File: config.mk
export PLATFORM = sky130hd
export DESIGN_NAME = coin_level_ctrl
export DESIGN_NICKNAME = d
export VERILOG_FILES = /design/src/rtl/level_pkg.sv /design/src/rtl/coin_touch.sv /design/src/rtl/coin_level_ctrl.sv
export SDC_FILE = /design/constraint.sdc
export NUM_CORES = 1
export LEC_CHECK = 0
export CAP_MARGIN = 20
export CORE_MARGIN = 3
export CORE_UTILIZATION = 27
export CTS_CLUSTER_DIAMETER = 100
export DETAILED_ROUTE_END_ITERATION = 7
export SYNTH_ARGS = -nofsm -noshare
export SYNTH_HDL_FRONTEND = slang
export SYNTH_SLANG_ARGS = --single-unit
export TNS_END_PERCENT = 100
File: constraint.sdc
create_clock -name vga_clock -period 5.3 [get_ports vga_clock]
set_clock_uncertainty 0.15 [all_clocks]
set_input_delay 1.325 -clock vga_clock [delete_from_list [all_inputs] [get_ports vga_clock]]
set_output_delay 1.325 -clock vga_clock [all_outputs]
set_load 0.005 [all_outputs]
File: src/rtl/level_pkg.sv
// rtl/level_pkg.sv - tile codes, level state type and bit-count helper
package level_pkg;

  localparam logic [7:0] TILE_SKY = 8'd1;
  localparam logic [7:0] TILE_TKN = 8'd4;

  typedef enum logic [1:0] {PLAY, WON, LOST} level_state_t;

  function automatic logic [3:0] count_ones(input logic [7:0] v);
    logic [3:0] n;
    n = 4'd0;
    for (int i = 0; i < 8; i++) begin
      n = n + {3'd0, v[i]};
    end
    return n;
  endfunction

endpackage

File: src/rtl/coin_touch.sv
// rtl/coin_touch.sv - strict overlap of the sprite square with one coin tile
module coin_touch #(
  parameter int         CHARACTER_WIDTH = 42,
  parameter int         BLOCK_WIDTH     = 40,
  parameter logic [4:0] TILE_X          = 5'd0,
  parameter logic [3:0] TILE_Y          = 4'd0
) (
  input  int   mario_x,
  input  int   mario_y,
  output logic touch
);

  // Column 16 sits at the left edge and row 11 at the top of the screen.
  localparam int LEFT = (16 - int'(TILE_X)) * BLOCK_WIDTH;
  localparam int TOP  = (11 - int'(TILE_Y)) * BLOCK_WIDTH;

  assign touch = (mario_x < LEFT + BLOCK_WIDTH) && (mario_x + CHARACTER_WIDTH > LEFT) &&
                 (mario_y < TOP + BLOCK_WIDTH)  && (mario_y + CHARACTER_WIDTH > TOP);

endmodule

File: src/rtl/coin_level_ctrl.sv
// rtl/coin_level_ctrl.sv - coin collection, win/lose FSM and tile erase queue
module coin_level_ctrl
  import level_pkg::*;
#(
  parameter int                     NUM_COINS       = 4,
  parameter logic [5*NUM_COINS-1:0] COIN_X          = {5'd15, 5'd12, 5'd8, 5'd3},
  parameter logic [4*NUM_COINS-1:0] COIN_Y          = {4'd3, 4'd3, 4'd5, 4'd7},
  parameter int                     TIME_LIMIT      = 60,
  parameter int                     CHARACTER_WIDTH = 42,
  parameter int                     BLOCK_WIDTH     = 40,
  parameter logic [7:0]             SKY             = TILE_SKY,
  parameter logic [7:0]             TKN             = TILE_TKN
) (
  input  logic                 vga_clock,
  input  logic                 reset,
  input  int                   mario_x,
  input  int                   mario_y,
  input  int                   seconds,
  output logic                 tile_wr_valid,
  input  logic                 tile_wr_ready,
  output logic [4:0]           tile_wr_x,
  output logic [3:0]           tile_wr_y,
  output logic [7:0]           tile_wr_code,
  output logic [NUM_COINS-1:0] collected,
  output logic [3:0]           coins_left,
  output logic                 win,
  output logic                 lose
);

  logic [NUM_COINS-1:0] touch_now;
  logic [NUM_COINS-1:0] touch_q;
  logic [NUM_COINS-1:0] pending;
  logic [NUM_COINS-1:0] new_hit;
  logic [NUM_COINS-1:0] clr_mask;
  logic [2:0]           low_idx;
  logic [2:0]           pres_idx;
  logic [2:0]           held_idx;
  logic                 held;
  logic                 low_found;
  logic [3:0]           hit_count;
  logic [3:0]           left_next;
  level_state_t         state;

  // The first listed coordinate belongs to coin 0.
  for (genvar g = 0; g < NUM_COINS; g++) begin : g_touch
    coin_touch #(
      .CHARACTER_WIDTH(CHARACTER_WIDTH),
      .BLOCK_WIDTH    (BLOCK_WIDTH),
      .TILE_X         (COIN_X[5*(NUM_COINS-1-g) +: 5]),
      .TILE_Y         (COIN_Y[4*(NUM_COINS-1-g) +: 4])
    ) u_touch (
      .mario_x(mario_x),
      .mario_y(mario_y),
      .touch  (touch_now[g])
    );
  end

  always_comb begin
    low_idx   = 3'd0;
    low_found = 1'b0;
    for (int i = 0; i < NUM_COINS; i++) begin
      if (pending[i] && !low_found) begin
        low_idx   = 3'(i);
        low_found = 1'b1;
      end
    end
    // A stalled entry stays presented even if a lower-index coin arrives.
    pres_idx      = held ? held_idx : low_idx;
    tile_wr_valid = |pending;
    tile_wr_x     = 5'd0;
    tile_wr_y     = 4'd0;
    tile_wr_code  = 8'd0;
    clr_mask      = '0;
    for (int i = 0; i < NUM_COINS; i++) begin
      if (tile_wr_valid && pres_idx == 3'(i)) begin
        tile_wr_x    = COIN_X[5*(NUM_COINS-1-i) +: 5];
        tile_wr_y    = COIN_Y[4*(NUM_COINS-1-i) +: 4];
        tile_wr_code = SKY;
        clr_mask[i]  = tile_wr_ready;
      end
    end
    new_hit   = (state == PLAY) ? (touch_q & ~collected) : '0;
    hit_count = count_ones(8'(new_hit));
    left_next = coins_left - hit_count;
  end

  always_ff @(posedge vga_clock or negedge reset) begin
    if (!reset) begin
      state      <= PLAY;
      touch_q    <= '0;
      collected  <= '0;
      pending    <= '0;
      coins_left <= 4'(NUM_COINS);
      held       <= 1'b0;
      held_idx   <= 3'd0;
      win        <= 1'b0;
      lose       <= 1'b0;
    end else begin
      touch_q    <= touch_now;
      collected  <= collected | new_hit;
      pending    <= (pending & ~clr_mask) | new_hit;
      coins_left <= left_next;
      held       <= tile_wr_valid && !tile_wr_ready;
      if (tile_wr_valid && !tile_wr_ready) begin
        held_idx <= pres_idx;
      end
      case (state)
        PLAY: begin
          if (left_next == 4'd0) begin
            state <= WON;
            win   <= 1'b1;
          end else if (seconds >= TIME_LIMIT) begin
            state <= LOST;
            lose  <= 1'b1;
          end
        end
        WON: begin
          win  <= 1'b1;
          lose <= 1'b0;
        end
        LOST: begin
          win  <= 1'b0;
          lose <= 1'b1;
        end
        default: begin
          state <= PLAY;
          win   <= 1'b0;
          lose  <= 1'b0;
        end
      endcase
    end
  end

endmodule

==> metrics.log <==
INFO  metric status = finished clean
INFO  metric numClockSinks = 24
INFO  metric gp_congestion = 0.8969
INFO  metric number_of_i_o_pins = 127
INFO  metric hold_path_startpoint = touch_q[2]$_DFF_PN0_
INFO  metric die_x = roughly 120 um
INFO  metric worst-endpoint-arrival = 4.62 ns
INFO  metric yosys_register_bits = 24
INFO  metric syn_inst = 471
INFO  metric first_global_vias = 3648
INFO  metric worst-r2r-setup-slack = approximately 0.73 ns
INFO  metric setup-violations-final = 0
INFO  metric die_y = 117.4 um
INFO  metric cts_max_level = 1
INFO  metric clkLatencyLatePin = 0.26 ns
INFO  metric postCtsResizedCells = 0
INFO  metric worst_slew_margin_rel = 30.75%
INFO  metric share_of_post_route_cells_with_drive_strength_above_1 = 5.226%
INFO  metric placed_cells = 737
INFO  metric timing.final.crit_share = 86.29%
INFO  metric timing.setup.tns = 0 ns
INFO  metric detailedPlacementHpwl = about 8500 um
INFO  metric yosysUniqueCellTypes = 72
INFO  metric num_vias = about 3900
INFO  metric clk_pin_slew_worst_paths = roughly 0.06 ns
INFO  metric grt_usage = between 10 and 15%
INFO  metric max-cap-violations = 0
INFO  metric whs_endpoint = collected[2]$_DFF_PN0_
INFO  metric floorplan.core_area = 12060 um2
INFO  metric count_of_flip_flops_with_a_built_in_enable_after_synthesis = 0
INFO  metric vias_per_cell = 5.220
INFO  metric timing.final.ws_setup = 0.7269 ns
INFO  metric ys.flop_type = dfrtp_1
INFO  metric worst_hold_slack = 0.3173 ns
INFO  metric avgRoutedWirePerCell = 13.76 um
INFO  metric layout.nets = 687
INFO  metric timing.final.max_slew_violations = 0
INFO  metric synth_area_per_cell = 7.117 um2
INFO  metric achievable_frequency = 218.7 MHz
INFO  metric io_buffers = 115
INFO  metric critical_path.max_fanout = 10
INFO  metric initial_utilization = 27.79%
INFO  metric worst_r2r_endpoint = state[0]$_DFFE_PN0P_
INFO  metric numCtsBuffers = 3
INFO  metric worstPathRequired = roughly 5.4 ns
INFO  metric postCtsHoldBufs = 0
INFO  metric synth_async_sr_flop_share = 100.0%
INFO  metric diodes = 0
INFO  metric rsz_0062_raised_after_global_routing = no
INFO  metric number_of_cells_on_the_worst_reg_to_reg_path = 16
INFO  metric overflow = 0
INFO  metric tritoncts = built
INFO  metric fp-row-count = 40
INFO  metric tightestPinTransition = 1.025 ns
INFO  metric grt_max_degree = 25
INFO  metric drt-pass1-iter-count = 5
INFO  metric worst_hold_path.num_cells = 2
INFO  metric detailedRoute.firstIterationViolations = 303
INFO  metric r2r_start = state[0]$_DFFE_PN0P_
INFO  metric setup.worst_path.end_class = register
INFO  metric cts_buffer_depth = 2
INFO  metric mappedNetlistArea = 3352 um2
INFO  metric hold_class = register to register
INFO  metric clockRootBuffer = clkbuf_16
INFO  metric yosys_warnings = 0
INFO  metric timing_worst_setup_path_type = register to register
INFO  metric drcViolationCount = 0
INFO  metric layout-area-overhead-vs-synth = 41.13%
INFO  metric power_density = about 290 nW/um2
INFO  metric timing.final.hold_violations = 0
INFO  metric layout.cells.non_filler = 742
INFO  metric worstSetupStartpointType = register
INFO  metric vdd_drop_max = 0.0001786 V
INFO  metric design.die.area = 13790 um2
INFO  metric cts_setup_buffers = 0
INFO  metric antenna_left = 0
INFO  metric leakagePower = 1.741 nW
INFO  metric antenna_violations_before_repair = 0
INFO  metric pre_cts_slack = 0.7183 ns
INFO  metric yosysSeqAreaShare = 17.95%
INFO  metric routed_wl = roughly 10000 um
INFO  metric grt_pass1_wl = 17200 um
INFO  metric period_needed = 4.573 ns
==> logic make-up (layout without fill, tap and decap cells) <==
family,after synthesis,count (layout),synth area share [%]
and+or+nand+nor,240,240,38.45
AOI/OAI and AO/OA,120,120,23.85
buffers and inverters,51,146,7.465
DFF,24,24,17.95
adders and majority gates,15,15,6.570
xor gates and xnor gates,14,14,3.658
muxes,6,6,1.941
other,1,9,0.1119
==> area by class of cell <==
| cell class | instances | area (um2) |
|---|---|---|
| inverter | 24 | 90.09 |
| clock buffer | 3 | 75.07 |
| timing repair buffer | 118 | 1194 |
| fill | 1234 | 7331 |
| tap | 168 | 210.2 |
| clock inverter | 1 | 30.03 |
| sequential | 24 | 601.8 |
| multi-input combinational | 404 | 2530 |
==> worst max path at each step <==
stage	endpoint	cells past startpoint	from	slack, ns
2_1_floorplan	state[0]$_DFFE_PN0P_	17	state[0]$_DFFE_PN0P_	0.93
3_3_place_gp	touch_q[0]$_DFF_PN0_	9	mario_y[7]	0.75
3_5_place_dp	state[0]$_DFFE_PN0P_	16	state[0]$_DFFE_PN0P_	0.72
4_1_cts	state[0]$_DFFE_PN0P_	16	state[0]$_DFFE_PN0P_	0.71
5_1_grt	state[0]$_DFFE_PN0P_	16	state[0]$_DFFE_PN0P_	0.46
6_report	state[0]$_DFFE_PN0P_	16	state[0]$_DFFE_PN0P_	0.73
==> worst max-delay path, cell delays in order (launching register included) <==
cell	delay, ns
dfrtp_1	0.41
inv_1	0.11
ha_1	0.36
nand2_1	0.11
or2_2	0.32
fa_1	0.50
inv_1	0.05
fa_1	0.40
fa_1	0.48
inv_1	0.07
ha_1	0.29
a211oi_1	0.25
xnor2_1	0.16
inv_1	0.08
or4_1	0.45
o21ai_0	0.17
a22o_1	0.14
==> placed cells by master, fill, tap and decap left out, types with 9 or more instances in the layout <==
| master | Yosys | routed |
|---|---|---|
| inv_1 | 22 | 22 |
| nor4_1 | 19 | 19 |
| conb_1 | 1 | 9 |
| a21oi_1 | 24 | 24 |
| dfrtp_1 | 23 | 23 |
| nand3_1 | 22 | 22 |
| and3_1 | 10 | 10 |
| nor2_1 | 50 | 50 |
| nand2b_1 | 10 | 10 |
| clkdlybuf4s50_1 | 0 | 115 |
| nand4_1 | 20 | 20 |
| nand2_1 | 45 | 45 |
| a31oi_1 | 10 | 10 |
| o21ai_0 | 23 | 23 |
| nor3_1 | 18 | 18 |
==> stage by stage <==
stage | utilization (%) | cell area (um2) | power (mW)
6_report | 39.22 | 4731 | 1.351
5_1_grt | 39.22 | 4731 | 1.465
4_1_cts | 38.99 | 4703 | 1.360
3_5_place_dp | 38.12 | 4598 | 1.139
3_3_place_gp | 38.12 | 4598 | 1.118
2_1_floorplan | - | 3382 | 0.7512
==> flip-flops by register name (all words and copies together), names as in the netlist <==
| signal | flops |
|---|---|
| coins_left | 4 |
| collected | 4 |
| pending | 4 |
| touch_q | 4 |
| held_idx | 3 |
| state | 2 |
| held | 1 |
| lose | 1 |
| win | 1 |
==> per-layer routing <==
layer,vias to the layer above,GRT usage [%],wire length [um]
met1,1799,19.01,4530
met3,3,1.929,499
met2,107,25.25,5156
met5,-,0,0
met4,0,1.320,25
li1,1964,-,-
==> Yosys cell counts, types with 3 or more instances <==
cell type | n | area (um2)
a211oi_1 | 7 | 52.55
a21o_1 | 7 | 52.55
a21oi_1 | 24 | 120.1
a31oi_1 | 10 | 62.56
and2_1 | 3 | 18.77
and3_1 | 10 | 62.56
buf_2 | 5 | 25.02
buf_4 | 12 | 90.09
clkbuf_1 | 9 | 33.78
dfrtp_1 | 23 | 575.6
fa_1 | 5 | 100.1
ha_1 | 8 | 100.1
inv_1 | 22 | 82.58
mux2_2 | 4 | 45.04
nand2_1 | 45 | 168.9
nand2b_1 | 10 | 62.56
nand3_1 | 22 | 110.1
nand4_1 | 20 | 125.1
nand4b_1 | 3 | 26.28
nor2_1 | 50 | 187.7
nor2b_1 | 3 | 18.77
nor3_1 | 18 | 90.09
nor3b_1 | 4 | 30.03
nor4_1 | 19 | 118.9
o211ai_1 | 6 | 45.04
o21ai_0 | 23 | 115.1
o22ai_1 | 7 | 43.79
o31ai_1 | 4 | 30.03
or2_2 | 6 | 37.54
or3_1 | 8 | 50.05
or4_1 | 6 | 45.04
xnor2_1 | 8 | 70.07
xor2_1 | 6 | 52.55
==> power by group <==
group	switching [mW]	leakage (nW)	internal [mW]
Sequential	0.0630	0.293	0.258
Clock	0.0636	0.0511	0.150
Combinational	0.376	1.40	0.440
Total	0.503	1.74	0.848
(Power assumes the default switching activity.)
